===== src/rtl/bcd_pulse_gen.sv =====
// rtl/bcd_pulse_gen.sv - three-digit BCD down-counter emitting a terminal-count pulse
// Counts enabled cycles from a latched preset; one-shot or continuous reload.
module bcd_pulse_gen (
    input  logic        CLK,
    input  logic        RESET,
    input  logic        START,
    input  logic        STOP,
    input  logic        MODE,
    input  logic        EN,
    input  logic [11:0] PRESET,
    output logic        PULSE,
    output logic        BUSY,
    output logic        ERR,
    output logic [11:0] Q
);

    typedef enum logic {
        S_IDLE = 1'b0,
        S_RUN  = 1'b1
    } state_t;

    state_t      r_state;
    state_t      w_next;
    logic [11:0] r_q;
    logic [11:0] r_preset;
    logic        r_mode;
    logic        r_pulse;
    logic        r_err;

    logic        w_preset_valid;
    logic        w_accept;
    logic        w_reject;
    logic        w_terminal;
    logic [3:0]  w_units;
    logic [3:0]  w_tens;
    logic [3:0]  w_hund;
    logic        w_borrow_u;
    logic        w_borrow_t;
    logic [11:0] w_q_dec;

    always_comb begin
        w_preset_valid = (PRESET[11:8] <= 4'd9) && (PRESET[7:4] <= 4'd9) &&
                         (PRESET[3:0] <= 4'd9) && (PRESET != 12'h000);
        w_accept   = (r_state == S_IDLE) && START && !STOP && w_preset_valid;
        w_reject   = (r_state == S_IDLE) && START && !STOP && !w_preset_valid;
        w_terminal = (r_state == S_RUN) && EN && !STOP && (r_q == 12'h001);
    end

    // Per-digit decrement with explicit borrow so no digit ever leaves 0..9
    always_comb begin
        w_borrow_u = (r_q[3:0] == 4'd0);
        w_units    = w_borrow_u ? 4'd9 : r_q[3:0] - 4'd1;
        w_borrow_t = w_borrow_u && (r_q[7:4] == 4'd0);
        if (!w_borrow_u)
            w_tens = r_q[7:4];
        else if (w_borrow_t)
            w_tens = 4'd9;
        else
            w_tens = r_q[7:4] - 4'd1;
        if (!w_borrow_t)
            w_hund = r_q[11:8];
        else if (r_q[11:8] == 4'd0)
            w_hund = 4'd9;
        else
            w_hund = r_q[11:8] - 4'd1;
        w_q_dec = {w_hund, w_tens, w_units};
    end

    always_ff @(posedge CLK) begin
        if (RESET)
            r_state <= S_IDLE;
        else
            r_state <= w_next;
    end

    always_comb begin
        w_next = r_state;
        case (r_state)
            S_IDLE: if (w_accept) w_next = S_RUN;
            S_RUN: begin
                if (STOP)
                    w_next = S_IDLE;
                else if (w_terminal && !r_mode)
                    w_next = S_IDLE;
            end
            default: w_next = S_IDLE;
        endcase
    end

    always_ff @(posedge CLK) begin
        if (RESET) begin
            r_q      <= 12'h000;
            r_preset <= 12'h000;
            r_mode   <= 1'b0;
            r_pulse  <= 1'b0;
            r_err    <= 1'b0;
        end else begin
            r_pulse <= w_terminal;
            if (STOP) begin
                r_q <= 12'h000;
            end else if (w_accept) begin
                r_q      <= PRESET;
                r_preset <= PRESET;
                r_mode   <= MODE;
                r_err    <= 1'b0;
            end else if (w_reject) begin
                r_err <= 1'b1;
            end else if (r_state == S_RUN && EN) begin
                if (w_terminal)
                    r_q <= r_mode ? r_preset : 12'h000;
                else
                    r_q <= w_q_dec;
            end
        end
    end

    always_comb begin
        BUSY  = (r_state == S_RUN);
        PULSE = r_pulse;
        ERR   = r_err;
        Q     = r_q;
    end

endmodule


===== config.mk =====
export PLATFORM = sky130hd
export DESIGN_NAME = bcd_pulse_gen
export DESIGN_NICKNAME = d
export VERILOG_FILES = /design/src/rtl/bcd_pulse_gen.sv
export SDC_FILE = /design/constraint.sdc
export NUM_CORES = 1
export LEC_CHECK = 0
export ABC_AREA = 1
export CAP_MARGIN = 30
export CORE_MARGIN = 1
export CORE_UTILIZATION = 50
export DETAILED_ROUTE_END_ITERATION = 10
export PLACE_DENSITY = 0.78
export REMOVE_ABC_BUFFERS = 1
export SYNTH_ARGS = -nofsm -noshare
export SYNTH_HDL_FRONTEND = slang
export SYNTH_SLANG_ARGS = --single-unit
export TNS_END_PERCENT = 50

===== constraint.sdc =====
create_clock -name CLK -period 1.9 [get_ports CLK]
set_input_delay 0.19 -clock CLK [delete_from_list [all_inputs] [get_ports CLK]]
set_output_delay 0.19 -clock CLK [all_outputs]
set_load 0.02 [all_outputs]

==> summary.txt <==
Outcome
  – Outcome: finished, final reports clean

STA
  – Final setup TNS: 0 ns
  – Slew @ Worst Pin: 0.355 ns
  – Worst clock skew: 0.00603 ns
  – Max Freq: 604 MHz
  – Final Setup Violations: 0
  – Fin crit share: 0.872
  – RSZ-0062 raised after global routing: no
  – Slew HR: 0.763
  – Hold Violations, Final: 0
  – Minimum clock period: 1.66 ns
  – Slew Viols, Final: 0

Die
  – Row count: 20
  – IO Count: 33
  – Die width: 59.9 um
  – Die H: 59.9 um
  – Initial Util: 0.536
  – Core Region: 3130 sq um
  – Die area: 3590 sq um

Logic synthesis
  – Syn_area_per_cell: 6.27 sq um
  – Cell count after synthesis: 267
  – Synthesized cell area: 1680 sq um
  – Complex-gate fraction of the synthesized area: 0.102
  – Mux share of post-synthesis cell area: 0
  – Synth area leaders: dfxtp_1 33%, nand2_1 18%, nor2_1 9.4%
  – Synth Area in XOR/XNOR: 0.0105
  – Most frequent cell after synthesis: nand2_1
  – Seq/Total Area, Yosys: 0.335
  – Yosys cell types: 22
  – Synthesis-stage register bit count: 28
  – Top-area cell type share of the netlist area: 0.335
  – Yosys warning total: 0
  – Simple logic cell fraction of the synthesized area: 0.450
  – Post-synthesis adder-cell area fraction: 0.0149
  – Fraction of registers with async set/reset: 0
  – Cell taking the most area after synthesis: dfxtp_1
  – Ys flop type: dfxtp_1
  – Largest family of logic cells by synthesized area: simple AND/OR/NAND/NOR gates
  – Number of flops mapped to enable cells by yosys: 0
  – Commonest cells post-synth: 82 x nand2_1, 42 x nor2_1, 30 x nand3_1

Worst setup path
  – Crit-path max cell delay: 0.65 ns
  – CP startpoint kind: flop
  – Worst Path Arrival: 1.47 ns
  – Register-to-Register Setup Slack: 0.25 ns
  – Largest delay share family, worst path: buffers and inverters
  – Slowest stage cell, crit path: clkdlybuf4s50_1
  – Worst Path Buf+Inv: 1
  – Critical path peak fanout: 6
  – Worst-path cell chain: clkdlybuf4s50_1
  – Required time worst endpoint: 1.71 ns
  – Critical path type: reg2out
  – Crit end category: output port

Detailed routing
  – Detailed Routing Iterations Pass 1: 4
  – Antenna Nets Post-Route: 0
  – DRC viols: 0
  – WL per Instance: 11.7 um
  – Post-Route WL: 4060 um
  – DR iter-0 viols: 101
  – Via count: 1770
  – Vias per cell: 5.09

Clocking
  – Clk buf depth: 2
  – Hold Buf Count CTS: 0
  – Clock latency on the worst-skew pair: 0.33 ns
  – CTS tree: done
  – Reg clk slew, reported paths: 0.15 ns
  – CTS Buf Count: 3
  – Clk root buf: clkbuf_4
  – Resize count post-CTS: 0
  – # Post-CTS Setup Buffers: 0
  – # clock sinks: 28
  – H-tree depth: 1

Placed design
  – Port Buf Inserts: 32
  – Area after DPL: 2060 sq um
  – Post-detail-place hpwl: 3150 um
  – Routability cong.: 0.882

Cells and area
  – Layout area overhead: 24.9%
  – Nets: 325
  – Share of cells above drive strength 1: 0.0921
  – Final Cell Area: 2090 sq um
  – # diodes: 0
  – Fillers: 320

Global route
  – Met3 usage: 0.0433
  – GR Util met1: 0.355
  – Grt total ovfl: 0
  – Gr busiest metal: met2
  – Global-route wire length before repair: 6820 um
  – Vias in the first global route: 1531
  – Initial antenna violation count: 0
  – Tot GR Track Use: 0.252
  – Met2 Usage GRT: 0.395
  – Largest net degree at the start of global routing: 16

Power and ir drop
  – Peak supply drop: 483 uV
  – Total power: 1120 uW
  – Leakage dissipation: 0.000939 uW
  – P per Cell Area: 535 nW/um^2

Min path
  – Hold Path Class: in2reg

Run
  – Max-cap violation count: 0
-- per-stage QoR --
step / util / worst slack [ns] / cells / hold slack (ns)
final: 0.669 / 0.244 / 348 / 0.464
after global routing: 0.669 / 0.0188 / 348 / 0.481
after CTS: 0.669 / 0.228 / 348 / 0.449
after detailed placement: 0.657 / 0.00676 / 344 / 0.454
after global placement: 0.657 / 0.0342 / 344 / 0.450
after floorplan: - / 0.0270 / 259 / 0.259
-- registers in the layout, indices dropped and copies added, names as in the netlist --
| name | cells |
|---|---|
| r_preset | 12 |
| BUSY | 1 |
| Q | 12 |
| r_mode | 1 |
| PULSE | 1 |
| ERR | 1 |
-- final timing paths --
path,from,endpoint,depth (start not counted)
worst max-delay path,Q[2],Q[2],1
worst min-delay path,PRESET[8],r_preset[8],3
worst max register to register,Q[4],Q[8],11
worst min register to register,r_preset[10],r_preset[10],2
-- area by class of cell --
type / instances / area (sq um) / share of cell area
Multi-Input combinational cell: 208 / 966 / 0.462
Sequential cell: 28 / 561 / 0.268
Inverter: 23 / 86.3 / 0.0413
Clock buffer: 4 / 36.3 / 0.0173
Tap cell: 44 / 55.1 / 0.0263
Timing Repair Buffer: 41 / 388 / 0.185
-- layout by cell type, fill, tap and decap left out --
cell,count
xor2_1,2
nor2_4,3
nand2_2,6
a21oi_1,17
o211ai_1,1
inv_1,21
buf_4,9
ha_1,2
clkbuf_8,1
clkdlybuf4s50_1,32
nand2_1,82
clkbuf_4,3
o21ai_2,2
nor2_1,42
and2_0,1
nand3_2,1
nand4_1,5
dfxtp_1,28
o21ai_0,12
nand3b_1,1
nand3_1,30
inv_2,2
nand2_4,1
-- kinds of logic after synthesis --
logic type,Yosys count
AO/OA/AOI/OAI,32
XOR/XNOR,2
adder cells (fa/ha/maj),2
buffers and inverters,31
flip-flops,28
AND/OR/NAND/NOR,172
-- per-layer routing --
layer  share of wire  wire, um
met1            0.49      1970
met2            0.44      1800
met3           0.059       238
met4           0.012        47
met5               0         0
-- power breakdown --
part / internal [uW] / switching [uW] / leakage, uW
sequential: 602 / 13.6 / 0.000227
clock: 117 / 179 / 0.0000210
combinational: 92.8 / 114 / 0.000691
Note: power is estimated with default switching activity, not from simulation.
